`src/rtl/index_stream_encoder.sv`:
```
// Index-stream encoder: emits the bit position of every set bit of a captured
// word over valid/ready, then a one-cycle done pulse with parity and count.
// Define MSB_FIRST_EN to emit indices in descending order (default ascending).
module index_stream_encoder #(
  parameter int DATA_W = 8,
  parameter int IDX_W  = 3
) (
  input  logic              clk,
  input  logic              rst,
  input  logic              start,
  input  logic [DATA_W-1:0] data_in,
  output logic              busy,
  output logic [IDX_W-1:0]  index_out,
  output logic              index_valid,
  input  logic              index_ready,
  output logic              done,
  output logic              parity_out,
  output logic [IDX_W:0]    count_out
);

  if (DATA_W < 2 || DATA_W > 32 || (DATA_W & (DATA_W - 1)) != 0 ||
      IDX_W != $clog2(DATA_W)) begin : g_bad_params
    $fatal(1, "index_stream_encoder: DATA_W must be a power of 2 in 2..32 and IDX_W == clog2(DATA_W)");
  end

  typedef enum logic [1:0] {
    S_IDLE,
    S_SEND,
    S_DONE
  } state_t;

  state_t              state_q;
  logic [DATA_W-1:0]   shadow_q;
  logic [IDX_W-1:0]    index_q;
  logic                valid_q;
  logic                done_q;
  logic                parity_q;
  logic [IDX_W:0]      count_q;

  logic [DATA_W-1:0]   shadow_d;
  logic [IDX_W-1:0]    first_idx;
  logic [IDX_W-1:0]    next_idx;

  // Position of the bit to send first from a word; 0 for an all-zero word.
  function automatic logic [IDX_W-1:0] pick_index(input logic [DATA_W-1:0] w);
    logic [IDX_W-1:0] idx;
    idx = '0;
`ifdef MSB_FIRST_EN
    for (int i = 0; i < DATA_W; i++) begin
      if (w[i]) idx = IDX_W'(i);
    end
`else
    for (int i = DATA_W - 1; i >= 0; i--) begin
      if (w[i]) idx = IDX_W'(i);
    end
`endif
    return idx;
  endfunction

  // Shadow with the currently offered bit retired; used when the handshake fires.
  assign shadow_d  = shadow_q & ~(DATA_W'(1) << index_q);
  assign first_idx = pick_index(data_in);
  assign next_idx  = pick_index(shadow_d);

  // NOTE: every register below is updated with <= so all of them see the
  // values from before the edge, regardless of statement order.
  always_ff @(posedge clk or posedge rst) begin
    if (rst) begin
      state_q  <= S_IDLE;
      shadow_q <= '0;
      index_q  <= '0;
      valid_q  <= 1'b0;
      done_q   <= 1'b0;
      parity_q <= 1'b0;
      count_q  <= '0;
    end else begin
      case (state_q)
        S_IDLE: begin
          if (start) begin
            shadow_q <= data_in;
            parity_q <= 1'b0;
            count_q  <= '0;
            if (data_in == '0) begin
              state_q <= S_DONE;
              done_q  <= 1'b1;
            end else begin
              state_q <= S_SEND;
              valid_q <= 1'b1;
              index_q <= first_idx;
            end
          end
        end
        S_SEND: begin
          if (valid_q && index_ready) begin
            shadow_q <= shadow_d;
            parity_q <= ~parity_q;
            count_q  <= count_q + (IDX_W + 1)'(1);
            if (shadow_d == '0) begin
              state_q <= S_DONE;
              valid_q <= 1'b0;
              done_q  <= 1'b1;
            end else begin
              index_q <= next_idx;
            end
          end
        end
        S_DONE: begin
          done_q  <= 1'b0;
          state_q <= S_IDLE;
        end
        default: begin
          state_q <= S_IDLE;
          valid_q <= 1'b0;
          done_q  <= 1'b0;
        end
      endcase
    end
  end

  assign busy        = (state_q != S_IDLE);
  assign index_out   = index_q;
  assign index_valid = valid_q;
  assign done        = done_q;
  assign parity_out  = parity_q;
  assign count_out   = count_q;

endmodule

```
`config.mk`:
```
export PLATFORM = sky130hd
export DESIGN_NAME = index_stream_encoder
export DESIGN_NICKNAME = d
export VERILOG_FILES = /design/src/rtl/index_stream_encoder.sv
export SDC_FILE = /design/constraint.sdc
export NUM_CORES = 1
export LEC_CHECK = 0
export CAP_MARGIN = 0
export CORE_MARGIN = 2
export CORE_UTILIZATION = 25
export CTS_BUF_LIST = sky130_fd_sc_hd__clkbuf_2 sky130_fd_sc_hd__clkbuf_4 sky130_fd_sc_hd__clkbuf_8
export DETAILED_ROUTE_END_ITERATION = 6
export PLACE_DENSITY = 0.43
export SLEW_MARGIN = 25
export SYNTH_ARGS = -nofsm -noshare
export SYNTH_HDL_FRONTEND = slang
export SYNTH_SLANG_ARGS = --single-unit
```
`constraint.sdc`:
```
create_clock -name clk -period 4.5 [get_ports clk]
set_input_delay 0.9 -clock clk [delete_from_list [all_inputs] [get_ports clk]]
set_output_delay 0.9 -clock clk [all_outputs]
set_load 0.02 [all_outputs]
```
Word-level counts from Yosys, hierarchy flattened
Cells that the tools add are included.
- register bits: 20
- bits in latches: 0
- memory bits (writable): 0
- bits in read-only memories: 0
- input port bits: 12
- memories: 0
- add/subtract/negate cells: 1
- multiply operators: 0
- div/mod/pow operators: 0
- $lt $le $gt $ge: 0
- equality and inequality tests: 8
- shifts and indexed selects: 1
- multiplexer cells: 45
- bitwise operators: 4
- reduce and logical (&&, ||, !) cells: 11
- operator list (cell ; number):
    3-bit 2-to-1 mux ; 20
    8-bit zero test ; 2
    8-bit 2-to-1 mux ; 2
    8-bit one-hot mux with 2 select lines ; 1
    2-bit inequality test, second input constant ; 6
    1-bit 2-to-1 mux ; 10
    5-bit AND reduction ; 2
    8-bit bitwise AND ; 1
    2-bit 2-to-1 mux ; 4
    4-bit 2-to-1 mux ; 2
    8-bit NOT ; 1
    4-bit one-hot mux with 2 select lines ; 1
    1-bit by 3-bit left shift with 8-bit output, first input constant ; 1
    3-bit one-hot mux with 2 select lines ; 1
    3-bit AND reduction ; 2
    4-bit by 1-bit adder with 4-bit output, second input constant ; 1
    1-bit one-hot mux with 2 select lines ; 2
    2-bit one-hot mux with 2 select lines ; 1
    4-bit AND reduction ; 1
    2-bit nonzero test ; 2
    1-bit one-hot mux with 3 select lines ; 1
    2-bit by 1-bit equality test with 1-bit output, second input constant ; 1
    2-bit equality test, second input constant ; 1
    2-bit zero test ; 1
    2 further kinds ; 3

Longest topological paths before layout
Gate-level depths: netlist of run 1.
- depth in word-level cells: 14
- depth in mapped cells: 6

Worst setup path after synthesis of run 1
OpenSTA, ideal clock, no wires.
- kind: input -> register
- from: input port data_in[3]
- to: register index_q[1] (netlist: index_out[1])
- library setup time: 125 ps
- data arrival time: 1942 ps
- data required time: 4375 ps
- slack: 2433 ps
- cell stages on the path: 5
- cells stage by stage: nor4_1 nand2_1 nor2_1 a211oi_4 mux2_4
- cells in the longest elaborated chain, start to end: 7
- elaborated cells on any way between the ends: 10
- classes of those cells: eq/ne: 1; mux: 7; reduce/logical: 2
- ends and longest elaborated chain (item ; line ; source):
    from (decl) ; 11 ; input logic [DATA_W-1:0] data_in,
    3-bit 2-to-1 mux (4 in a row) ; 54 ; if (w[i]) idx = IDX_W'(i);
    3-bit 2-to-1 mux ; 83 ; if (data_in == '0) begin
    3-bit 2-to-1 mux ; 79 ; if (start) begin
    3-bit one-hot mux with 2 select lines ; 77 ; case (state_q)
    to (signal assigned) ; 89 ; index_q <= first_idx;
    to (signal assigned) ; 103 ; index_q <= next_idx;
    to (decl) ; 34 ; logic [IDX_W-1:0] index_q;
Parallel ways exist; a longest one is shown, timed or not. The select of a mux whose other input is x is not followed.
A chain may end at the register's enable or synchronous reset.

Worst setup path in the final report of run 1
- from: register state_q[0]
- to: output port busy
- cells in the longest elaborated chain, start to end: 1
- ends and longest elaborated chain (item ; line ; source):
    from (decl) ; 32 ; state_t state_q;
    from (signal assigned) ; 69 ; state_q <= S_IDLE;
    from (signal assigned) ; 84 ; state_q <= S_DONE;
    from (signal assigned) ; 87 ; state_q <= S_SEND;
    2-bit nonzero test ; 120 ; assign busy = (state_q != S_IDLE);
    to (decl) ; 12 ; output logic busy,
No other way between the ends.

==> results of run 1 <==
==> worst max-delay path, stage by stage, from the launching register on <==
cell	delay, ns
dfrtp_1	0.55
or2_2	0.37
clkdlybuf4s50_1	0.55
==> how the worst min path moves through the flow <==
| stage | slack, ns | end | startpoint | cells after the start |
|---|---|---|---|---|
| 2_1_floorplan | 0.48 | state_q[0] | state_q[1] | 1 |
| 3_3_place_gp | 0.48 | parity_out | parity_out | 1 |
| 3_5_place_dp | 0.49 | parity_out | parity_out | 1 |
| 4_1_cts | 0.52 | parity_out | parity_out | 1 |
| 5_1_grt | 0.54 | done | done | 1 |
| 6_report | 0.51 | parity_out | parity_out | 1 |
==> logic make-up after synthesis <==
| logic type | after synthesis | share of synthesized area [%] |
|---|---|---|
| XOR/XNOR | 2 | 1.38 |
| multiplexers | 8 | 7.51 |
| AO/OA/AOI/OAI | 44 | 25.0 |
| adder cells (fa/ha/maj) | 1 | 0.988 |
| flip-flops | 20 | 39.5 |
| AND/OR/NAND/NOR | 54 | 21.8 |
| buffers and inverters | 11 | 3.75 |
==> power by group through the flow <==
stage	Combinational (uW)	Clock [uW]	Sequential, uW
floorplan	445	0	385
global placement	644	0	398
detailed placement	640	0	399
CTS	645	192	396
global route	710	198	416
finish	633	183	396
==> per-stage QoR <==
step                util, %  power [uW]  std cells  area, um^2  hold slack, ns
CTS                    33.6        1230        229        1620           0.518
floorplan                 -         830        140        1270           0.482
finish                 33.6        1210        229        1620           0.508
detailed placement     32.2        1040        225        1550           0.492
global route           33.6        1320        229        1620           0.544
global placement       32.2        1040        225        1550           0.479
==> flip-flops by register name (all words and copies together), names as in the netlist <==
name	flops
index_valid	1
state_q	2
shadow_q	8
count_out	4
index_out	3
done	1
parity_out	1
==> layer usage <==
layer  wire length [um]  part of all wire [%]  up-vias
li1                   -                     -      556
met1               1570                    47      554
met2               1600                    48       19
met3                126                   3.8        5
met4                 29                  0.87        0
met5                  0                     0        -
==> cell usage after synthesis (2+ instances only) <==
master    count  area share [%]
o21ai_0       9             3.6
nor2_1       12             3.6
o31ai_1       4             2.4
nand2_1      20             5.9
dfrtp_1      20              40
nor2b_1       2            0.99
a21oi_1       8             3.2
o22ai_1       2            0.99
nor3_1        2            0.79
mux2i_1       2             1.6
inv_1         6             1.8
nand3_1       3             1.2
a22o_1        4             2.8
o311ai_0      2             1.4
mux2_4        2             2.4
mux2_2        3             2.7
nand2b_1      5             2.5
nor4_1        2            0.99
xor2_1        2             1.4
==> layout make-up <==
cell class	instances	area, um^2	share of cell area [%]
timing repair buffer	22	220	13.6
clock inverter	1	30.0	1.85
multi-input combinational	109	718	44.3
inverter	7	26.3	1.62
sequential	20	500	30.9
clock buffer	3	41.3	2.55
tap	67	83.8	5.17
==> impl_metrics.tcl, run 1 <==
set metrics [dict create \
    critPathRequiredTime_ns 3.60 \
    initial_core_util_pct 26.3 \
    synth_nets 153 \
    die_area_mm2 0.00565 \
    status "complete, no violations" \
    antenna_found_initial 0 \
    r2r_setup_slack_ns 2.25 \
    seq_area_frac_synth_pct 39.5 \
    r2r_start "index_out[0]" \
    setup_slack_ns 1.86 \
    crit_fanout 15 \
    insertion_delay_ns 0.26 \
    relSlewSlack_pct 48.1 \
    p_int_uw 692 \
    r2r-end "index_out[2]" \
    hold_path_class "flip-flop to flip-flop" \
    fin_setup_tns_ns 0 \
    place_hpwl_mm 2.46 \
    finalCritPeriodShare_pct 58.6 \
    vias 1134 \
    pre_cts_ws_ns 1.62 \
    cts_setup_buffers 0 \
    power.switching_uw 520 \
    drtIter0Drc 31 \
    port_buffers 22 \
    use_met3_pct 2.81 \
    finalCriticalPeriod_ns 2.64 \
    placementRows 25 \
    clkSlewWorstSetupHoldPaths_ns 0.08 \
    ctsResizeCount 0 \
    postRouteAntennaNets 0 \
    ys_seq_elements 20 \
    grt_use_total_pct 13.5 \
    syn-cell-area_mm2 0.00127 \
    rsz0062_at_grt "no" \
    grt_first_pass_wirelength_mm 5.75 \
    seq_power_share_pct 32.6 \
    layout.nets 176 \
    irDropWorstVdd_mv 0.301 \
    grtUsageMet2_pct 22.4 \
    clk_path_buf_depth 2 \
    finClkSkew_ns 0.00403 \
    rr_worst_depth 5 \
    fmax_ghz 0.379 \
    viasPerCell 4.95 \
    crit_path_end_kind "output port" \
    gp_congestion 0.796 \
    setup_violations 0 \
    grt_overflow 0 \
    hold_violations 0 \
    fp.dieH_um 75.2 \
    p_leak_uw 0.000662 \
    avgRoutedWirePerCell_um 14.5 \
    finalWirelength_mm 3.33 \
    busiest_layer "met2" \
    synth_cell_type_count 49 \
    cts_tree "built" \
    p_sw_share_pct 42.9 \
    netlist_instances 140 \
    async_flop_share_pct 100 \
    cts_inserted_buffers 3 \
    ys_warn_count 0 \
    area_growth_pct 28.0 \
    fillers 524 \
    p_clk_share_pct 15.1 \
    die_x_um 75.2 \
    drv_cap 0 \
    synth.avg_cell_area_um2 9.04 \
    cts_sinks 20 \
    powerDensity_mw_per_mm2 748 \
    postCtsHoldBufs 0 \
    cp-endpoint "busy" \
    cp_data_arrival_time_ns 1.74 \
    crit_type "flip-flop to output port" \
    antenna_cells 0 \
    root_buffer "clkbuf_8" \
    setup.worst_path.start "state_q[0]" \
    drc 0 \
    synth_edf_count 0 \
    combPwrFrac_pct 52.2 \
    io_pins 23 \
    layout_common_cells "clkdlybuf4s50_1 (22), nand2_1 (20), dfrtp_1 (20)" \
    synthFlopType "dfrtp_1" \
    drtPass1Iterations 4 \
    layout_commonest_cell "clkdlybuf4s50_1" \
    grt_pass1_vias 1184 \
    grt_use_met1_pct 18.1 \
    worstMarginPinSlew_ns 0.778 \
    htree_levels 1 \
    grt_max_degree 21 \
    drv_slew 0 \
    core-area_mm2 0.00482 \
    start_kind "flip-flop" \
    drive_above_1_share_pct 9.26 \
]
No activity file was read; power rests on OpenSTA's default activity.
==> inputs of run 2 (changes only) <==
PLACE_DENSITY = 0.45   (was 0.43)
clock period = 2.3 ns   (was 4.5 ns; I/O delays follow)
==> run 2 against run 1 <==
Effect of this change:
- routed wire length increased by 7.8%
- sequential cell count is the same
- final area increased by 6.3%
- clock-buffer cell count rose by 1
- largest cell class unchanged
==> impl_metrics.tcl, run 2 (same netlist as run 1, synthesis figures left out) <==
set metrics [dict create \
    grt_max_degree 21 \
    grt_pass1_vias 1240 \
    finalCriticalPeriod_ns 2.12 \
    p_leak_uw 0.000726 \
    drv_slew 0 \
    fillers 507 \
    regArea_um2 500 \
    hold_depth 1 \
    avgRoutedWirePerCell_um 14.8 \
    start_kind "flip-flop" \
    crit_path_end_kind "flip-flop" \
    irDropWorstVdd_mv 0.514 \
    antenna_cells 0 \
    cp_slowest_cell "dfrtp_1" \
    viasPerCell 4.98 \
    powerDensity_mw_per_mm2 1400 \
    postCtsHoldBufs 0 \
    die_area_mm2 0.00565 \
    grt_first_pass_wirelength_mm 5.90 \
    slowest_delay_ns 0.52 \
    setup_slack_ns 0.184 \
    drv_cap 0 \
    initial_core_util_pct 26.3 \
    ctsResizeCount 0 \
    grt_use_total_pct 14.3 \
    cts_tree "built" \
    insertion_delay_ns 0.26 \
    hold_path_class "flip-flop to flip-flop" \
    rsz0062_at_grt "no" \
    clk_path_buf_depth 2 \
    gp_congestion 0.820 \
    largest_register_ffs 8 \
    worstMarginPinSlew_ns 0.525 \
    cts_setup_buffers 0 \
    port_buffers 22 \
    htree_levels 1 \
    r2r_setup_slack_ns 0.18 \
    layout_common_cells "clkdlybuf4s50_1 (22), nand2_1 (20), dfrtp_1 (20)" \
    fp.dieH_um 75.2 \
    status "complete, no violations" \
    layout_commonest_cell "clkdlybuf4s50_1" \
    root_buffer "clkbuf_8" \
    core-area_mm2 0.00482 \
    post-route-util_pct 35.7 \
    finalCritPeriodShare_pct 92.0 \
    crit_type "flip-flop to flip-flop" \
    drtIter0Drc 46 \
    cts_sinks 20 \
    fin_setup_tns_ns 0 \
    grt_overflow 0 \
    die_x_um 75.2 \
    fmax_ghz 0.473 \
    drc 0 \
    largest-register "shadow_q" \
    cts_inserted_buffers 3 \
    layout.nets 190 \
    place_hpwl_mm 2.63 \
    setup_violations 0 \
    clkSlewWorstSetupHoldPaths_ns 0.08 \
    cp_cell_sequence "mux2_2 -> o22a_1 -> nor4_4 -> a211oi_4 -> mux2_4" \
    relSlewSlack_pct 64.7 \
    placementRows 25 \
    finClkSkew_ns 0.00249 \
    critPathRequiredTime_ns 2.45 \
    area_growth_pct 36.0 \
    drtPass1Iterations 4 \
    multi_input_area_um2 718 \
    postRouteAntennaNets 0 \
    antenna_found_initial 0 \
    finalWirelength_mm 3.59 \
    crit_fanout 8 \
    drive_above_1_share_pct 16.5 \
    cp_data_arrival_time_ns 2.27 \
    vias 1211 \
    io_pins 23 \
    hold_violations 0 \
    rr_worst_depth 5 \
    pre_cts_ws_ns 0.0894 \
]
==> run 2: metrics by stage <==
| step | instance area [um^2] | cells | power, uW | hold WS [ns] |
|---|---|---|---|---|
| CTS | 1720 | 243 | 2430 | 0.508 |
| detailed placement | 1670 | 239 | 2140 | 0.481 |
| finish | 1720 | 243 | 2410 | 0.498 |
| floorplan | 1270 | 140 | 1620 | 0.424 |
| global placement | 1670 | 239 | 2140 | 0.480 |
| global route | 1720 | 243 | 2620 | 0.555 |
==> run 2: where the power goes <==
group / internal [uW] / switching (uW)
Clock: 153 / 129
Sequential: 512 / 212
Combinational: 701 / 706
Total: 1370 / 1050
==> run 2: per-layer routing <==
metal | GRT usage, % | wire, um
met1 | 17.6 | 1700
met2 | 23.4 | 1650
met3 | 3.08 | 159
met4 | 7.60 | 80
met5 | 0 | 0
==> run 2: path summary, 6_finish.rpt <==
path,from,end
worst max-delay path,index_out[0],index_out[2]
worst min-delay path,parity_out,parity_out
worst max register to register,index_out[0],index_out[2]
worst min register to register,parity_out,parity_out
max in group asynchronous,rst,index_out[0]
min in group asynchronous,rst,count_out[3]
==> run 2: cell type report <==
cell class | count | share of cell area, %
multi-input combinational | 109 | 41.7
sequential | 20 | 29.1
timing repair buffer | 36 | 19.6
tap | 67 | 4.87
clock buffer | 4 | 3.20
inverter | 7 | 1.53
==> run 2: critical path: cells and delay by family, from the launching register on <==
kind / cells / cell delay [ns]
muxes: 2 / 0.70
DFF: 1 / 0.52
and+or+nand+nor: 1 / 0.42
AOI/OAI and AO/OA: 2 / 0.36
==> inputs of run 3 (changes only) <==
CTS_CLUSTER_SIZE = 28   (was unset)
==> results of run 3 <==
No change in the layout: final DEF, timing and power equal those of run 2.
